### config.mk
export PLATFORM = sky130hd
export DESIGN_NAME = pong_graph_anim
export DESIGN_NICKNAME = d
export VERILOG_FILES = /design/src/rtl/pong_graph_anim_pkg.sv /design/src/rtl/pong_graph_anim_ball_rom.sv /design/src/rtl/pong_graph_anim.sv
export SDC_FILE = /design/constraint.sdc
export NUM_CORES = 1
export LEC_CHECK = 0
export BUFFER_PORTS_ARGS = -buffer_cell sky130_fd_sc_hd__buf_2
export CORE_MARGIN = 4
export CORE_UTILIZATION = 40
export CTS_CLUSTER_DIAMETER = 100
export DETAILED_ROUTE_END_ITERATION = 8
export MAX_ROUTING_LAYER = met4
export PLACE_DENSITY = 0.54
export SETUP_SLACK_MARGIN = 0.15
export SLEW_MARGIN = 20
export SYNTH_ARGS = -nofsm -noshare
export SYNTH_HDL_FRONTEND = slang
export SYNTH_SLANG_ARGS = --single-unit
### constraint.sdc
create_clock -name clk -period 10.5 [get_ports clk]
set_input_delay 1.05 -clock clk [delete_from_list [all_inputs] [get_ports clk]]
set_output_delay 1.05 -clock clk [all_outputs]
set_load 0.05 [all_outputs]
### src/rtl/pong_graph_anim_pkg.sv
// Shared constants for the Pong playfield renderer: colours, ball size and
// the power-on positions of the moving objects.
package pong_pkg;

  // Colour encoding is {R,G,B}
  localparam logic [2:0] WALL_RGB = 3'b001;
  localparam logic [2:0] BAR_RGB  = 3'b010;
  localparam logic [2:0] BALL_RGB = 3'b100;
  localparam logic [2:0] BG_RGB   = 3'b110;
  localparam logic [2:0] OFF_RGB  = 3'b000;

  // The ball bitmap is 8x8, so the ball edge length cannot change
  localparam int BALL_SIZE = 8;

  // Positions loaded while reset_n is low
  localparam logic [9:0] BAR_Y_RST  = 10'd204;
  localparam logic [9:0] BALL_X_RST = 10'd580;
  localparam logic [9:0] BALL_Y_RST = 10'd238;

endpackage

### src/rtl/pong_graph_anim_ball_rom.sv
// 8x8 bitmap of the round ball, one row per address, MSB is the leftmost pixel.
module ball_rom (
  input  logic [2:0] addr,
  output logic [7:0] data
);

  // Row lookup for the ball shape
  always_comb begin
    data = 8'h00;
    case (addr)
      3'd0: data = 8'h3C;
      3'd1: data = 8'h7E;
      3'd2: data = 8'hFF;
      3'd3: data = 8'hFF;
      3'd4: data = 8'hFF;
      3'd5: data = 8'hFF;
      3'd6: data = 8'h7E;
      3'd7: data = 8'h3C;
      default: data = 8'h00;
    endcase
  end

endmodule

### src/rtl/pong_graph_anim.sv
// Animated Pong playfield: left wall, button-driven right paddle and a
// bouncing round ball. Object state advances once per frame; the pixel
// colour is registered, one clock behind pix_x/pix_y.
module pong_graph_anim
  import pong_pkg::*;
#(
  parameter int H_PIX      = 640,
  parameter int V_PIX      = 480,
  parameter int WALL_X_L   = 32,
  parameter int WALL_X_R   = 35,
  parameter int BAR_X_L    = 600,
  parameter int BAR_X_R    = 603,
  parameter int BAR_Y_SIZE = 72,
  parameter int BAR_V      = 4,
  parameter int BALL_V     = 2
) (
  input  logic       clk,
  input  logic       reset_n,
  input  logic       video_on,
  input  logic [9:0] pix_x,
  input  logic [9:0] pix_y,
  input  logic [1:0] btn,
  output logic [2:0] graph_rgb,
  output logic       hit,
  output logic       miss
);

  localparam logic [9:0] V_LAST      = 10'(V_PIX);
  localparam logic [9:0] WALL_L      = 10'(WALL_X_L);
  localparam logic [9:0] WALL_R      = 10'(WALL_X_R);
  localparam logic [9:0] BAR_L       = 10'(BAR_X_L);
  localparam logic [9:0] BAR_R       = 10'(BAR_X_R);
  localparam logic [9:0] BAR_H_M1    = 10'(BAR_Y_SIZE - 1);
  localparam logic [9:0] BAR_STEP    = 10'(BAR_V);
  localparam logic [9:0] BAR_LOW_LIM = 10'(V_PIX - 1 - BAR_V);
  localparam logic [9:0] BALL_M1     = 10'(BALL_SIZE - 1);
  localparam logic [9:0] V_POS       = 10'(BALL_V);
  localparam logic [9:0] V_NEG       = 10'(-BALL_V);
  localparam logic [9:0] BALL_BOT    = 10'(V_PIX - 1 - BALL_V);
  localparam logic [9:0] BALL_RIGHT  = 10'(H_PIX - 1 - BALL_V);
  localparam logic [9:0] WALL_HIT    = 10'(WALL_X_R + BALL_V);
  localparam logic [9:0] CENTER_X    = 10'(H_PIX / 2);
  localparam logic [9:0] CENTER_Y    = 10'(V_PIX / 2);

  logic [9:0] bar_y_t_q, bar_y_t_d;
  logic [9:0] ball_x_q, ball_x_d;
  logic [9:0] ball_y_q, ball_y_d;
  logic [9:0] x_delta_q, x_delta_d;
  logic [9:0] y_delta_q, y_delta_d;
  logic [2:0] rgb_q, rgb_d;
  logic       hit_q, hit_d;
  logic       miss_q, miss_d;

  logic       refresh_tick;
  logic [9:0] bar_y_b, ball_r, ball_b;
  logic       wall_on, bar_on, sq_ball_on, ball_on;
  logic [2:0] rom_addr, rom_col;
  logic [7:0] rom_data;

  assign refresh_tick = (pix_y == V_LAST) && (pix_x == 10'd0);
  assign bar_y_b      = bar_y_t_q + BAR_H_M1;
  assign ball_r       = ball_x_q + BALL_M1;
  assign ball_b       = ball_y_q + BALL_M1;

  ball_rom u_ball_rom (
    .addr (rom_addr),
    .data (rom_data)
  );

  // Object hit-tests for the current pixel
  always_comb begin
    wall_on    = (pix_x >= WALL_L) && (pix_x <= WALL_R);
    bar_on     = (pix_x >= BAR_L) && (pix_x <= BAR_R) &&
                 (pix_y >= bar_y_t_q) && (pix_y <= bar_y_b);
    sq_ball_on = (pix_x >= ball_x_q) && (pix_x <= ball_r) &&
                 (pix_y >= ball_y_q) && (pix_y <= ball_b);
    rom_addr   = pix_y[2:0] - ball_y_q[2:0];
    rom_col    = pix_x[2:0] - ball_x_q[2:0];
    ball_on    = sq_ball_on && rom_data[3'd7 - rom_col];
  end

  // Colour mux, highest priority first
  always_comb begin
    rgb_d = BG_RGB;
    if (!video_on)    rgb_d = OFF_RGB;
    else if (wall_on) rgb_d = WALL_RGB;
    else if (bar_on)  rgb_d = BAR_RGB;
    else if (ball_on) rgb_d = BALL_RGB;
  end

  // Paddle moves one step per frame while a single button is held
  always_comb begin
    bar_y_t_d = bar_y_t_q;
    if (refresh_tick) begin
      if (btn == 2'b01 && bar_y_b < BAR_LOW_LIM)
        bar_y_t_d = bar_y_t_q + BAR_STEP;
      else if (btn == 2'b10 && bar_y_t_q > BAR_STEP)
        bar_y_t_d = bar_y_t_q - BAR_STEP;
    end
  end

  // Ball bounce decisions and position step, once per frame
  always_comb begin
    x_delta_d = x_delta_q;
    y_delta_d = y_delta_q;
    ball_x_d  = ball_x_q;
    ball_y_d  = ball_y_q;
    hit_d     = 1'b0;
    miss_d    = 1'b0;
    if (refresh_tick) begin
      if (ball_y_q <= V_POS)
        y_delta_d = V_POS;
      else if (ball_b >= BALL_BOT)
        y_delta_d = V_NEG;

      if (ball_r >= BALL_RIGHT) begin
        // Ball got past the paddle: serve again from the centre, heading left
        miss_d    = 1'b1;
        x_delta_d = V_NEG;
        ball_x_d  = CENTER_X;
        ball_y_d  = CENTER_Y;
      end else begin
        if (ball_x_q <= WALL_HIT) begin
          x_delta_d = V_POS;
        end else if ((ball_r >= BAR_L) && (ball_r <= BAR_R) &&
                     (ball_b >= bar_y_t_q) && (ball_y_q <= bar_y_b) &&
                     !x_delta_q[9]) begin
          x_delta_d = V_NEG;
          hit_d     = 1'b1;
        end
        ball_x_d = ball_x_q + x_delta_d;
        ball_y_d = ball_y_q + y_delta_d;
      end
    end
  end

  // State and output registers
  always_ff @(posedge clk or negedge reset_n) begin
    if (!reset_n) begin
      bar_y_t_q <= BAR_Y_RST;
      ball_x_q  <= BALL_X_RST;
      ball_y_q  <= BALL_Y_RST;
      x_delta_q <= V_NEG;
      y_delta_q <= V_POS;
      rgb_q     <= OFF_RGB;
      hit_q     <= 1'b0;
      miss_q    <= 1'b0;
    end else begin
      bar_y_t_q <= bar_y_t_d;
      ball_x_q  <= ball_x_d;
      ball_y_q  <= ball_y_d;
      x_delta_q <= x_delta_d;
      y_delta_q <= y_delta_d;
      rgb_q     <= rgb_d;
      hit_q     <= hit_d;
      miss_q    <= miss_d;
    end
  end

  assign graph_rgb = rgb_q;
  assign hit       = hit_q;
  assign miss      = miss_q;

endmodule
[After elaboration in Yosys (flattened, before gate mapping)]
Memory sizes are Yosys's and may differ from the RTL's.
Index checks and enable logic that the tools add are counted.
Storage, ports and cells
  bits in registers: 55
  memory bits (read-only): 32
  input bits: 25
  output and inout bits: 5
  logic and storage cells: 86
  memories: 1
Memories
  (name not given): depth 8, width 4, rd ports 1, clocked after memory_dff 0, wr ports 0, line pong_graph_anim_ball_rom.sv:10  | case (addr)
Cells by class
  add/subtract/negate cells: 10
  $lt $le $gt $ge: 21
  equality and inequality tests: 3
  muxes and demuxes: 24
  reduce and logical (&&, ||, !) cells: 19
Operators with widths (count)
  $mux W10: 12
  $ge A10 B10 Y1: 4
  $le A10 B10 Y1: 4
  $add A10 B3 Y10 const B: 3
  $ge A10 B10 Y1 const B: 3
  $add A10 B10 Y10: 2
  $le A10 B10 Y1 const B: 2
  $le A10 B6 Y1 const B: 2
  $logic_and A1 B1 Y1: 15
  $add A10 B7 Y10 const B: 1
  $eq A10 B9 Y1 const B: 1
  $ge A10 B6 Y1 const B: 1
  $ge A10 B9 Y1 const B: 1
  $gt A10 B3 Y1 const B: 1
  $le A10 B2 Y1 const B: 1
  $logic_not A10 Y1: 1
  $lt A10 B9 Y1 const B: 1
  $sub A10 B3 Y10 const B: 1
  $mux W3: 3
  $mux W1: 7
  $sub A3 B3 Y3: 2
  $lt A3 B4 Y1 const B: 1
  $bmux W1 S3: 1
  $sub A3 B3 Y3 const A: 1
  other kinds (6): 6

[Longest topological paths before layout]
Gate-level depths: netlist of the first run.
  word-level depth: 12
  depth in mapped cells: 25
  mapped depth without buffers: 23

[Cells and area by module]
Synthesis of the first run repeated with hierarchy kept, for this count alone.
Second synthesis, totals
  cells, all modules: 688
  area total of the unflattened synthesis: 5826.8 µm²
Modules (own cells, without submodules)
  pong_graph_anim: instances 1, cells an instance 677, area each 5754.3 µm², sequential area each 1355.0 µm²
  ball_rom: instances 1, cells an instance 11, area each 72.6 µm², sequential area each 0.0 µm²

[Worst setup path after synthesis of the first run]
Ideal clock, no wire load.
  path type: register to register
  start point: register ball_y_q[1]
  end point: register ball_x_q[9]
  arrival: 4.486 ns
  data required time: 10.421 ns
  setup slack: 5.935 ns
  stages on the path, launching flop included: 22
  clock period less this slack: 4.565 ns
  cell sequence: dfstp_2 inv_1 ha_1 xnor2_1 ha_1 a21bo_2 a21o_1 a2111oi_0 o21a_1 or3_4 nor2_4 buf_6 or3_4 ha_1 a21o_1 a21o_1 nand2_1 nand2_1 a221oi_1 xnor2_1 o21ai_1 a22o_1
On the way
  longest elaborated chain between the ends: 11
  elaborated cells between the ends (all ways): 12
RTL lines
  start: declaration: line pong_graph_anim.sv:47  | logic [9:0] ball_y_q, ball_y_d;
  start signal: assignment: line pong_graph_anim.sv:151  | ball_y_q <= ball_y_d;
  $add A10 B3 Y10: line pong_graph_anim.sv:63  | assign ball_b = ball_y_q + BALL_M1;
  $ge A10 B10 Y1: line pong_graph_anim.sv:126  | (ball_b >= bar_y_t_q) && (ball_y_q <= bar_y_b) &&
  $logic_and A1 B1 Y1: line pong_graph_anim.sv:125  | end else if ((ball_r >= BAR_L) && (ball_r <= BAR_R) &&
  $logic_and A1 B1 Y1 (*) (2 in a row): line pong_graph_anim.sv:126
  $mux W10 (*): line pong_graph_anim.sv:125
  $mux W10 (*): line pong_graph_anim.sv:123  | if (ball_x_q <= WALL_HIT) begin
  $mux W10 (*): line pong_graph_anim.sv:116  | if (ball_r >= BALL_RIGHT) begin
  $mux W10 (*): line pong_graph_anim.sv:110  | if (refresh_tick) begin
  $add A10 B10 Y10 (*): line pong_graph_anim.sv:131  | ball_x_d = ball_x_q + x_delta_d;
  $mux W10 (*): line pong_graph_anim.sv:116
  end signal: assignment: line pong_graph_anim.sv:150  | ball_x_q <= ball_x_d;
  end: declaration: line pong_graph_anim.sv:46  | logic [9:0] ball_x_q, ball_x_d;
Mark *: on every way between the ends. The rest lies on a longest branch, timed or not. The select of a mux whose other input is x is not followed.
A chain may end at the register's enable or synchronous reset.

[Worst setup path after layout of the first run]
  start point: register bar_y_t_q[2]
  end point: register ball_x_q[9]
On the way
  longest elaborated chain between the ends: 10
  elaborated cells between the ends (all ways): 12
RTL lines
  start: declaration: line pong_graph_anim.sv:45  | logic [9:0] bar_y_t_q, bar_y_t_d;
  start signal: assignment: line pong_graph_anim.sv:149  | bar_y_t_q <= bar_y_t_d;
  $add A10 B7 Y10 / $ge A10 B10 Y1 (equally long branches): line pong_graph_anim.sv:61, pong_graph_anim.sv:126
  $le A10 B10 Y1 / $logic_and A1 B1 Y1 (equally long branches): line pong_graph_anim.sv:126, pong_graph_anim.sv:125
  $logic_and A1 B1 Y1 (*) (2 in a row): line pong_graph_anim.sv:126
  $mux W10 (*): line pong_graph_anim.sv:125
  $mux W10 (*): line pong_graph_anim.sv:123
  $mux W10 (*): line pong_graph_anim.sv:116
  $mux W10 (*): line pong_graph_anim.sv:110
  $add A10 B10 Y10 (*): line pong_graph_anim.sv:131
  $mux W10 (*): line pong_graph_anim.sv:116
Marks and branches as above.

==> flow_summary.html, run 1 <==
<table>
<tr><th>Metric</th><th>Value</th></tr>
<tr><th colspan="2">Cells and area</th></tr>
<tr><td>Fin util</td><td>0.4427</td></tr>
<tr><td>Ratio of cells with drive above 1 in the final layout</td><td>0.1233</td></tr>
<tr><td>Post-route cell area</td><td>6121 sq um</td></tr>
<tr><td>Post-layout nets</td><td>797</td></tr>
<tr><td>Final standard cell count with taps included and fillers excluded</td><td>845</td></tr>
<tr><td>Most used cells in the layout excluding fill and tap cells</td><td>ha_1 (104), nor2_1 (62), inv_1 (47), nand2_1 (47), xnor2_1 (43)</td></tr>
<tr><td>Most common library cell in the layout ignoring fill and taps</td><td>ha_1</td></tr>
<tr><td>Fillers</td><td>1,346</td></tr>
<tr><td>Multi-input gate area</td><td>4021 sq um</td></tr>
<tr><td>Signed area change from the synthesized netlist to the final layout</td><td>8.663%</td></tr>
<tr><td>Diodes inserted</td><td>0</td></tr>
<tr><td>Sequential cell area in the final layout</td><td>1355 sq um</td></tr>
<tr><th colspan="2">STA</th></tr>
<tr><td>Clock skew after layout</td><td>0.007568 ns</td></tr>
<tr><td>Clock period minus worst slack</td><td>4.932 ns</td></tr>
<tr><td>Final period utilization</td><td>0.4697</td></tr>
<tr><td>Actual slew at the worst max-slew pin</td><td>0.8871 ns</td></tr>
<tr><td>Final hold viol count</td><td>0</td></tr>
<tr><td>Headroom to the max-slew limit</td><td>0.4080</td></tr>
<tr><td>Final total negative setup slack</td><td>0 ns</td></tr>
<tr><td>Highest achievable clock rate</td><td>0.2027 GHz</td></tr>
<tr><td>Final count of pins violating max slew</td><td>0</td></tr>
<tr><td>Slack of the critical path</td><td>5.568 ns</td></tr>
<tr><td>Tightest hold margin</td><td>0.4637 ns</td></tr>
<tr><td>Unrepaired setup endpoints after global routing</td><td>no</td></tr>
<tr><td>Final setup vio count</td><td>0</td></tr>
<tr><th colspan="2">Global routing</th></tr>
<tr><td>Total track usage</td><td>0.1929</td></tr>
<tr><td>Total overflow reported by the global router</td><td>0</td></tr>
<tr><td>Pin count of the biggest net entering global routing</td><td>54</td></tr>
<tr><td>Vias in the first global route</td><td>4,631</td></tr>
<tr><td>Initial antenna violation count</td><td>0</td></tr>
<tr><td>Global-route wire length before repair</td><td>24.38 mm</td></tr>
<tr><th colspan="2">Clock network</th></tr>
<tr><td>CTS clk-pin slew, worst paths</td><td>0.08 ns</td></tr>
<tr><td>CTS tree</td><td>yes</td></tr>
<tr><td>TritonCTS sink count</td><td>53</td></tr>
<tr><td>Resized Gates After CTS</td><td>0</td></tr>
<tr><td>Total CTS buffers</td><td>5</td></tr>
<tr><td>Largest buffer count on any clock path</td><td>2</td></tr>
<tr><td>Post CTS Setup Buffer Count</td><td>0</td></tr>
<tr><td>Clk Latency, worst-skew pair</td><td>0.31 ns</td></tr>
<tr><td>Post-CTS Hold Fix Bufs</td><td>0</td></tr>
<tr><td>CTS HTree Levels</td><td>2</td></tr>
<tr><td>Clock Root Buffer</td><td>clkbuf_16</td></tr>
<tr><th colspan="2">Detailed routing</th></tr>
<tr><td>DRT iter0 DRCs</td><td>288</td></tr>
<tr><td>Total wirelength of the detailed-routed design</td><td>14.74 mm</td></tr>
<tr><td>Router iterations before antenna repair</td><td>4</td></tr>
<tr><td>Avg WL per Cell</td><td>17.44 um</td></tr>
<tr><td>Via-per-instance ratio</td><td>5.563</td></tr>
<tr><td>Antenna-violating nets left</td><td>0</td></tr>
<tr><td>Total via count after detailed routing</td><td>4,701</td></tr>
<tr><td>DRC violations left</td><td>0</td></tr>
<tr><th colspan="2">Synthesis</th></tr>
<tr><td>Post-synth EDFFs</td><td>0</td></tr>
<tr><td>Share of async-settable or async-resettable flops after synthesis</td><td>1.000</td></tr>
<tr><td>Portion of the post-synthesis area used by sequential elements</td><td>0.2406</td></tr>
<tr><td>Per-instance average area after synthesis</td><td>8.774 sq um</td></tr>
<tr><td>Flip-flop and latch count after synthesis</td><td>53</td></tr>
<tr><td>Post-Synthesis Net Count</td><td>775</td></tr>
<tr><td>Warnings from Yosys</td><td>0</td></tr>
<tr><td>Area of the mapped netlist</td><td>5633 sq um</td></tr>
<tr><td>Primary flip-flop cell chosen by synthesis mapping</td><td>dfrtp_1</td></tr>
<tr><td>Post-Syn Instances</td><td>642</td></tr>
<tr><td>Top cell type's share of synthesized area</td><td>0.2310</td></tr>
<tr><td>Leading area contributor after synthesis</td><td>ha_1</td></tr>
<tr><td>Synth unique cells</td><td>78</td></tr>
<tr><td>Largest cells by area after synthesis</td><td>ha_1 (23%), dfrtp_1 (13%), dfstp_2 (11%)</td></tr>
<tr><th colspan="2">Critical path</th></tr>
<tr><td>Critical path's slowest cell</td><td>dfstp_2</td></tr>
<tr><td>Critical Path, Cell by Cell</td><td>ha_1 &gt; and3_1 &gt; o21ai_0 &gt; xnor2_1 &gt; ha_1 &gt; and4_1 &gt; a211oi_1 &gt; a21oi_1 &gt; or3_4 &gt; nor2_4 &gt; a21o_1 &gt; ha_1 &gt; o21a_1 &gt; o21ai_0 &gt; nand2b_1 &gt; and3_1 &gt; a221oi_1 &gt; xnor2_1 &gt; o21ai_1 &gt; a22o_1</td></tr>
<tr><td>Critical Path Sink Type</td><td>register</td></tr>
<tr><td>Largest stage delay on the critical path</td><td>0.70 ns</td></tr>
<tr><td>Reg2reg setup slack</td><td>5.57 ns</td></tr>
<tr><td>Register-to-Register Path Depth</td><td>20</td></tr>
<tr><td>Bufs and invs on worst path</td><td>0</td></tr>
<tr><td>Data required time at the worst endpoint</td><td>10.74 ns</td></tr>
<tr><td>Crit path arrival time</td><td>5.18 ns</td></tr>
<tr><td>Family of cells with the greatest summed delay on the critical path</td><td>compound AO/OA/AOI/OAI gates</td></tr>
<tr><td>Sort of element at the start of the critical path</td><td>register</td></tr>
<tr><td>Critical path fanouts, max</td><td>11</td></tr>
<tr><td>Critical path type</td><td>reg2reg</td></tr>
<tr><td>Worst reg2reg path endpoint</td><td>ball_x_q[9]</td></tr>
<tr><td>Critical R2R Launch</td><td>bar_y_t_q[2]</td></tr>
<tr><td>Cell occurring most often along the worst timing path</td><td>ha_1</td></tr>
<tr><th colspan="2">Pwr</th></tr>
<tr><td>Worst-case vdd ir drop</td><td>0.00006760 V</td></tr>
<tr><td>Leakage power</td><td>2.809 nW</td></tr>
<tr><td>Pwr dens</td><td>73.65 nW/um^2</td></tr>
<tr><td>Total design power</td><td>0.4508 mW</td></tr>
<tr><th colspan="2">Floorplan</th></tr>
<tr><td>Die Y-Extent</td><td>126.7 um</td></tr>
<tr><td>Area of the placeable core</td><td>13,830 sq um</td></tr>
<tr><td>Die X</td><td>126.7 um</td></tr>
<tr><td>Starting utilization of the core area</td><td>0.4074</td></tr>
<tr><td>Area of the die</td><td>16,050 sq um</td></tr>
<tr><td>Std-Cell Rows</td><td>43</td></tr>
<tr><td>Ports</td><td>30</td></tr>
<tr><th colspan="2">Worst hold path</th></tr>
<tr><td>Class of the worst hold path</td><td>reg2reg</td></tr>
<tr><td>Launch instance of the worst min-delay path</td><td>x_delta_q[5]</td></tr>
<tr><td>Sink of the worst hold path</td><td>x_delta_q[5]</td></tr>
<tr><td>Hold Path Cell Cnt</td><td>2</td></tr>
<tr><th colspan="2">Run</th></tr>
<tr><td>Max-cap viol count</td><td>0</td></tr>
<tr><th colspan="2">Placed design</th></tr>
<tr><td>RD Place Congestion</td><td>0.8773</td></tr>
<tr><td>Cell area reported after detailed placement</td><td>5953 sq um</td></tr>
<tr><td>Setup WS pre-CTS</td><td>5.600 ns</td></tr>
<tr><td>Cell Count Post-Placement</td><td>837</td></tr>
<tr><td># port buffers</td><td>29</td></tr>
<tr><td>Detailed Place HPWL</td><td>11.56 mm</td></tr>
<tr><th colspan="2">Run status</th></tr>
<tr><td>Outcome</td><td>completed</td></tr>
</table>
[layer usage]
metal  up-vias  global-route usage  share of wire
met1      2266              0.2689           0.50
met4         0             0.04795          0.017
li1       2339                   -              -
met2        82              0.2964           0.45
met5         -                   -              0
met3        14             0.02737          0.034
[worst min-delay path, cell delays in order, from the launching register on]
cell     delay [ns]
dfstp_2        0.37
nand2_1        0.05
nand2_1        0.05
[worst max path at each step]
stage                 start          end  slack, ns  cells past startpoint
2_1_floorplan   ball_y_q[1]  ball_x_q[9]       5.93                     21
3_3_place_gp   bar_y_t_q[2]  ball_x_q[9]       5.66                     20
3_5_place_dp   bar_y_t_q[2]  ball_x_q[9]       5.60                     20
4_1_cts        bar_y_t_q[2]  ball_x_q[9]       5.58                     20
5_1_grt        bar_y_t_q[2]  ball_x_q[9]       5.15                     21
6_report       bar_y_t_q[2]  ball_x_q[9]       5.57                     20
[layout make-up]
type / count / share of cell area
multi-input cells: 523 / 0.6570
flip-flops and latches: 53 / 0.2214
well taps: 180 / 0.03679
inverters: 49 / 0.03005
repair buffers: 32 / 0.02739
clock buffers: 6 / 0.02105
clock inverters: 2 / 0.006337
[cell usage after synthesis, types with 5 or more instances]
library cell and n:
nand3_1 15, ha_1 104, nor4_1 9, or3_1 5
clkbuf_1 11, a21o_1 18, nor2b_1 13, o31ai_1 12
a31oi_1 6, o21a_1 14, dfrtp_1 30, inv_1 47
buf_2 5, nor3_1 10, dfstp_2 23, a211oi_1 5
nand2_1 47, o21ai_0 22, nor2_1 62, xor2_1 8
nand2b_1 13, a21oi_1 26, nand4_1 13, xnor2_1 43
[cell families after synthesis]
logic type	Yosys count	share of synthesized area
AO/OA/AOI/OAI	146	0.1833
XOR/XNOR	51	0.07930
adder cells (fa/ha/maj)	108	0.2452
buffers and inverters	66	0.04642
flip-flops	53	0.2406
multiplexers	3	0.005775
AND/OR/NAND/NOR	215	0.1995
[state kept, by name, summed over array words and instances, names as in the netlist]
signal / cells
ball_x_q: 10
ball_y_q: 10
bar_y_t_q: 8
graph_rgb: 3
hit: 1
miss: 1
x_delta_q: 10
y_delta_q: 10
[report_power, final]
group / leakage (nW) / switching (mW) / total [mW] / internal [mW]
Clock: 0.0810 / 0.0826 / 0.196 / 0.113
Sequential: 0.616 / 0.000142 / 0.205 / 0.205
Combinational: 2.11 / 0.0301 / 0.0497 / 0.0196
Power figures use the tool's default switching activity.
==> run 2, diff against run 1 <==
Settings changed: PLACE_DENSITY 0.54 to 0.56.
Clock period 10.5 ns to 4.2 ns, I/O delays scaled along.
==> flow_summary.html, run 2 (same netlist as run 1, synthesis figures left out) <==
<table>
<tr><th>Metric</th><th>Value</th></tr>
<tr><th colspan="2">Floorplan</th></tr>
<tr><td>Die Y-Extent</td><td>126.7 um</td></tr>
<tr><td>Area of the placeable core</td><td>13,830 sq um</td></tr>
<tr><td>Starting utilization of the core area</td><td>0.4074</td></tr>
<tr><td>Std-Cell Rows</td><td>43</td></tr>
<tr><td>Ports</td><td>30</td></tr>
<tr><td>Die X</td><td>126.7 um</td></tr>
<tr><td>Area of the die</td><td>16,050 sq um</td></tr>
<tr><th colspan="2">Clock network</th></tr>
<tr><td>Total CTS buffers</td><td>5</td></tr>
<tr><td>TritonCTS sink count</td><td>53</td></tr>
<tr><td>CTS clk-pin slew, worst paths</td><td>0.08 ns</td></tr>
<tr><td>CTS HTree Levels</td><td>2</td></tr>
<tr><td>Clk Latency, worst-skew pair</td><td>0.31 ns</td></tr>
<tr><td>Clock Root Buffer</td><td>clkbuf_16</td></tr>
<tr><td>CTS tree</td><td>yes</td></tr>
<tr><td>Largest buffer count on any clock path</td><td>2</td></tr>
<tr><th colspan="2">STA</th></tr>
<tr><td>Highest achievable clock rate</td><td>0.2369 GHz</td></tr>
<tr><td>Final setup vio count</td><td>1</td></tr>
<tr><td>Final hold viol count</td><td>0</td></tr>
<tr><td>Headroom to the max-slew limit</td><td>0.5332</td></tr>
<tr><td>Slack of the critical path</td><td>-0.02110 ns</td></tr>
<tr><td>Final period utilization</td><td>1.005</td></tr>
<tr><td>Unrepaired setup endpoints after global routing</td><td>yes</td></tr>
<tr><td>Clock skew after layout</td><td>0.007376 ns</td></tr>
<tr><td>Actual slew at the worst max-slew pin</td><td>0.7002 ns</td></tr>
<tr><td>Final count of pins violating max slew</td><td>0</td></tr>
<tr><td>Clock period minus worst slack</td><td>4.221 ns</td></tr>
<tr><th colspan="2">Cells and area</th></tr>
<tr><td>Most common library cell in the layout ignoring fill and taps</td><td>ha_1</td></tr>
<tr><td>Diodes inserted</td><td>0</td></tr>
<tr><td>Ratio of cells with drive above 1 in the final layout</td><td>0.2568</td></tr>
<tr><td>Sequential cell area in the final layout</td><td>1355 sq um</td></tr>
<tr><td>Post-route cell area</td><td>6863 sq um</td></tr>
<tr><td>Fillers</td><td>1,328</td></tr>
<tr><td>Signed area change from the synthesized netlist to the final layout</td><td>21.83%</td></tr>
<tr><td>Most used cells in the layout excluding fill and tap cells</td><td>ha_1 (97), buf_4 (68), nor2_1 (61), inv_1 (46), nand2_1 (45)</td></tr>
<tr><td>Post-layout nets</td><td>864</td></tr>
<tr><td>Multi-input gate area</td><td>4237 sq um</td></tr>
<tr><th colspan="2">Placed design</th></tr>
<tr><td># port buffers</td><td>29</td></tr>
<tr><td>RD Place Congestion</td><td>0.9732</td></tr>
<tr><td>Cell area reported after detailed placement</td><td>6424 sq um</td></tr>
<tr><td>Setup WS pre-CTS</td><td>-0.09194 ns</td></tr>
<tr><td>Detailed Place HPWL</td><td>12.27 mm</td></tr>
<tr><th colspan="2">Detailed routing</th></tr>
<tr><td>Avg WL per Cell</td><td>16.95 um</td></tr>
<tr><td>Antenna-violating nets left</td><td>0</td></tr>
<tr><td>DRT iter0 DRCs</td><td>305</td></tr>
<tr><td>Via-per-instance ratio</td><td>5.492</td></tr>
<tr><td>DRC violations left</td><td>0</td></tr>
<tr><td>Total via count after detailed routing</td><td>5,009</td></tr>
<tr><td>Total wirelength of the detailed-routed design</td><td>15.46 mm</td></tr>
<tr><td>Router iterations before antenna repair</td><td>4</td></tr>
<tr><th colspan="2">Global routing</th></tr>
<tr><td>Global-route wire length before repair</td><td>25.56 mm</td></tr>
<tr><td>Met3 usage</td><td>0.03200</td></tr>
<tr><td>Most used routing layer</td><td>met2</td></tr>
<tr><td>Total track usage</td><td>0.2020</td></tr>
<tr><td>Met2 GRT Util</td><td>0.3110</td></tr>
<tr><td>Total overflow reported by the global router</td><td>0</td></tr>
<tr><td>Initial antenna violation count</td><td>0</td></tr>
<tr><td>Pin count of the biggest net entering global routing</td><td>54</td></tr>
<tr><td>GR Util met1</td><td>0.2794</td></tr>
<tr><td>Vias in the first global route</td><td>5,090</td></tr>
<tr><th colspan="2">Run status</th></tr>
<tr><td>Outcome</td><td>finished with violations</td></tr>
<tr><td>Failing checks</td><td>setup timing</td></tr>
<tr><th colspan="2">Worst hold path</th></tr>
<tr><td>Class of the worst hold path</td><td>in2async</td></tr>
<tr><th colspan="2">Critical path</th></tr>
<tr><td>Critical Path Source</td><td>ball_y_q[1]</td></tr>
<tr><td>Critical path fanouts, max</td><td>6</td></tr>
<tr><td>Critical path type</td><td>reg2reg</td></tr>
<tr><td>Sort of element at the start of the critical path</td><td>register</td></tr>
<tr><td>Critical Path Sink Type</td><td>register</td></tr>
<tr><td>Critical R2R Launch</td><td>ball_y_q[1]</td></tr>
<tr><td>Crit path arrival time</td><td>4.46 ns</td></tr>
<tr><td>Data required time at the worst endpoint</td><td>4.44 ns</td></tr>
<tr><td>Reg2reg setup slack</td><td>-0.02 ns</td></tr>
<tr><th colspan="2">Pwr</th></tr>
<tr><td>Pwr dens</td><td>164.8 nW/um^2</td></tr>
<tr><td>Worst-case vdd ir drop</td><td>0.0001499 V</td></tr>
<tr><td>Total design power</td><td>1.131 mW</td></tr>
<tr><td>Leakage power</td><td>3.164 nW</td></tr>
<tr><th colspan="2">Run</th></tr>
<tr><td>Max-cap viol count</td><td>0</td></tr>
</table>
-- run 2: cell count changes in the layout (fill, tap and decap cells not counted), sizes merged --
cell / change
buf: +67
clkbuf: -1
clkinv: -1
inv: +2
-- run 2: area by class of cell --
class	instances	area share
Timing Repair Buffer	99	0.1001
Multi-Input combinational cell	523	0.6173
Sequential cell	53	0.1974
Inverter	49	0.02717
Clock inverter	3	0.006928
Clock buffer	5	0.01823
Tap cell	180	0.03282
-- run 2: routing by layer --
metal	vias up	wire, um
li1	2492	-
met1	2404	7555
met2	92	6949
met3	21	658
met4	0	292
met5	-	0
-- run 2: final timing paths --
check | to | cells past startpoint
max in group asynchronous | bar_y_t_q[4] | 2
worst max-delay path | ball_x_q[9] | 20
min in group clk | graph_rgb[0] | 3
worst min-delay path | ball_x_q[7] | 2
worst max register to register | ball_x_q[9] | 20
worst min register to register | x_delta_q[6] | 2
-- run 2: critical path, stage by stage (launching register included) --
cell       delay (ns)
dfstp_2          0.60
buf_12           0.12
nor3_4           0.04
buf_4            0.16
nor4b_4          0.27
xnor2_1          0.13
ha_1             0.31
o2111ai_1        0.12
o21a_1           0.22
or3_4            0.41
nor2_4           0.17
a21o_1           0.14
ha_4             0.20
o21a_1           0.18
o21ai_1          0.12
nand2b_1         0.08
and3_4           0.18
a221oi_2         0.24
xnor2_1          0.17
o21ai_1          0.08
a22o_1           0.21
-- run 2: power by group --
part	internal, mW	switching [mW]
registers	0.512	0.000303
clock network	0.286	0.210
logic	0.0494	0.0733
total	0.848	0.283
-- run 2: what timing repair did --
| action | 4_1_cts | 5_1_grt |
|---|---|---|
| hold buffers | 0 | 0 |
| cloned | 0 | 0 |
| setup buffers | 11 | 6 |
| setup endpoints to repair | 3 | 9 |
| pin swaps | 21 | 19 |
| gates resized for setup | 12 | 19 |
-- run 2: metrics by stage --
| stage | std cells | utilization | setup TNS [ns] | hold WS, ns |
|---|---|---|---|---|
| after global routing | 912 | 0.4963 | -0.5774 | 0.3237 |
| after detailed placement | 887 | 0.4646 | -0.1423 | 0.4498 |
| after floorplan | 642 | - | -0.0002136 | 0.1244 |
| after global placement | 887 | 0.4646 | 0 | 0.4470 |
| final | 912 | 0.4963 | -0.02110 | 0.2227 |
| after CTS | 906 | 0.4883 | -0.01468 | 0.2701 |
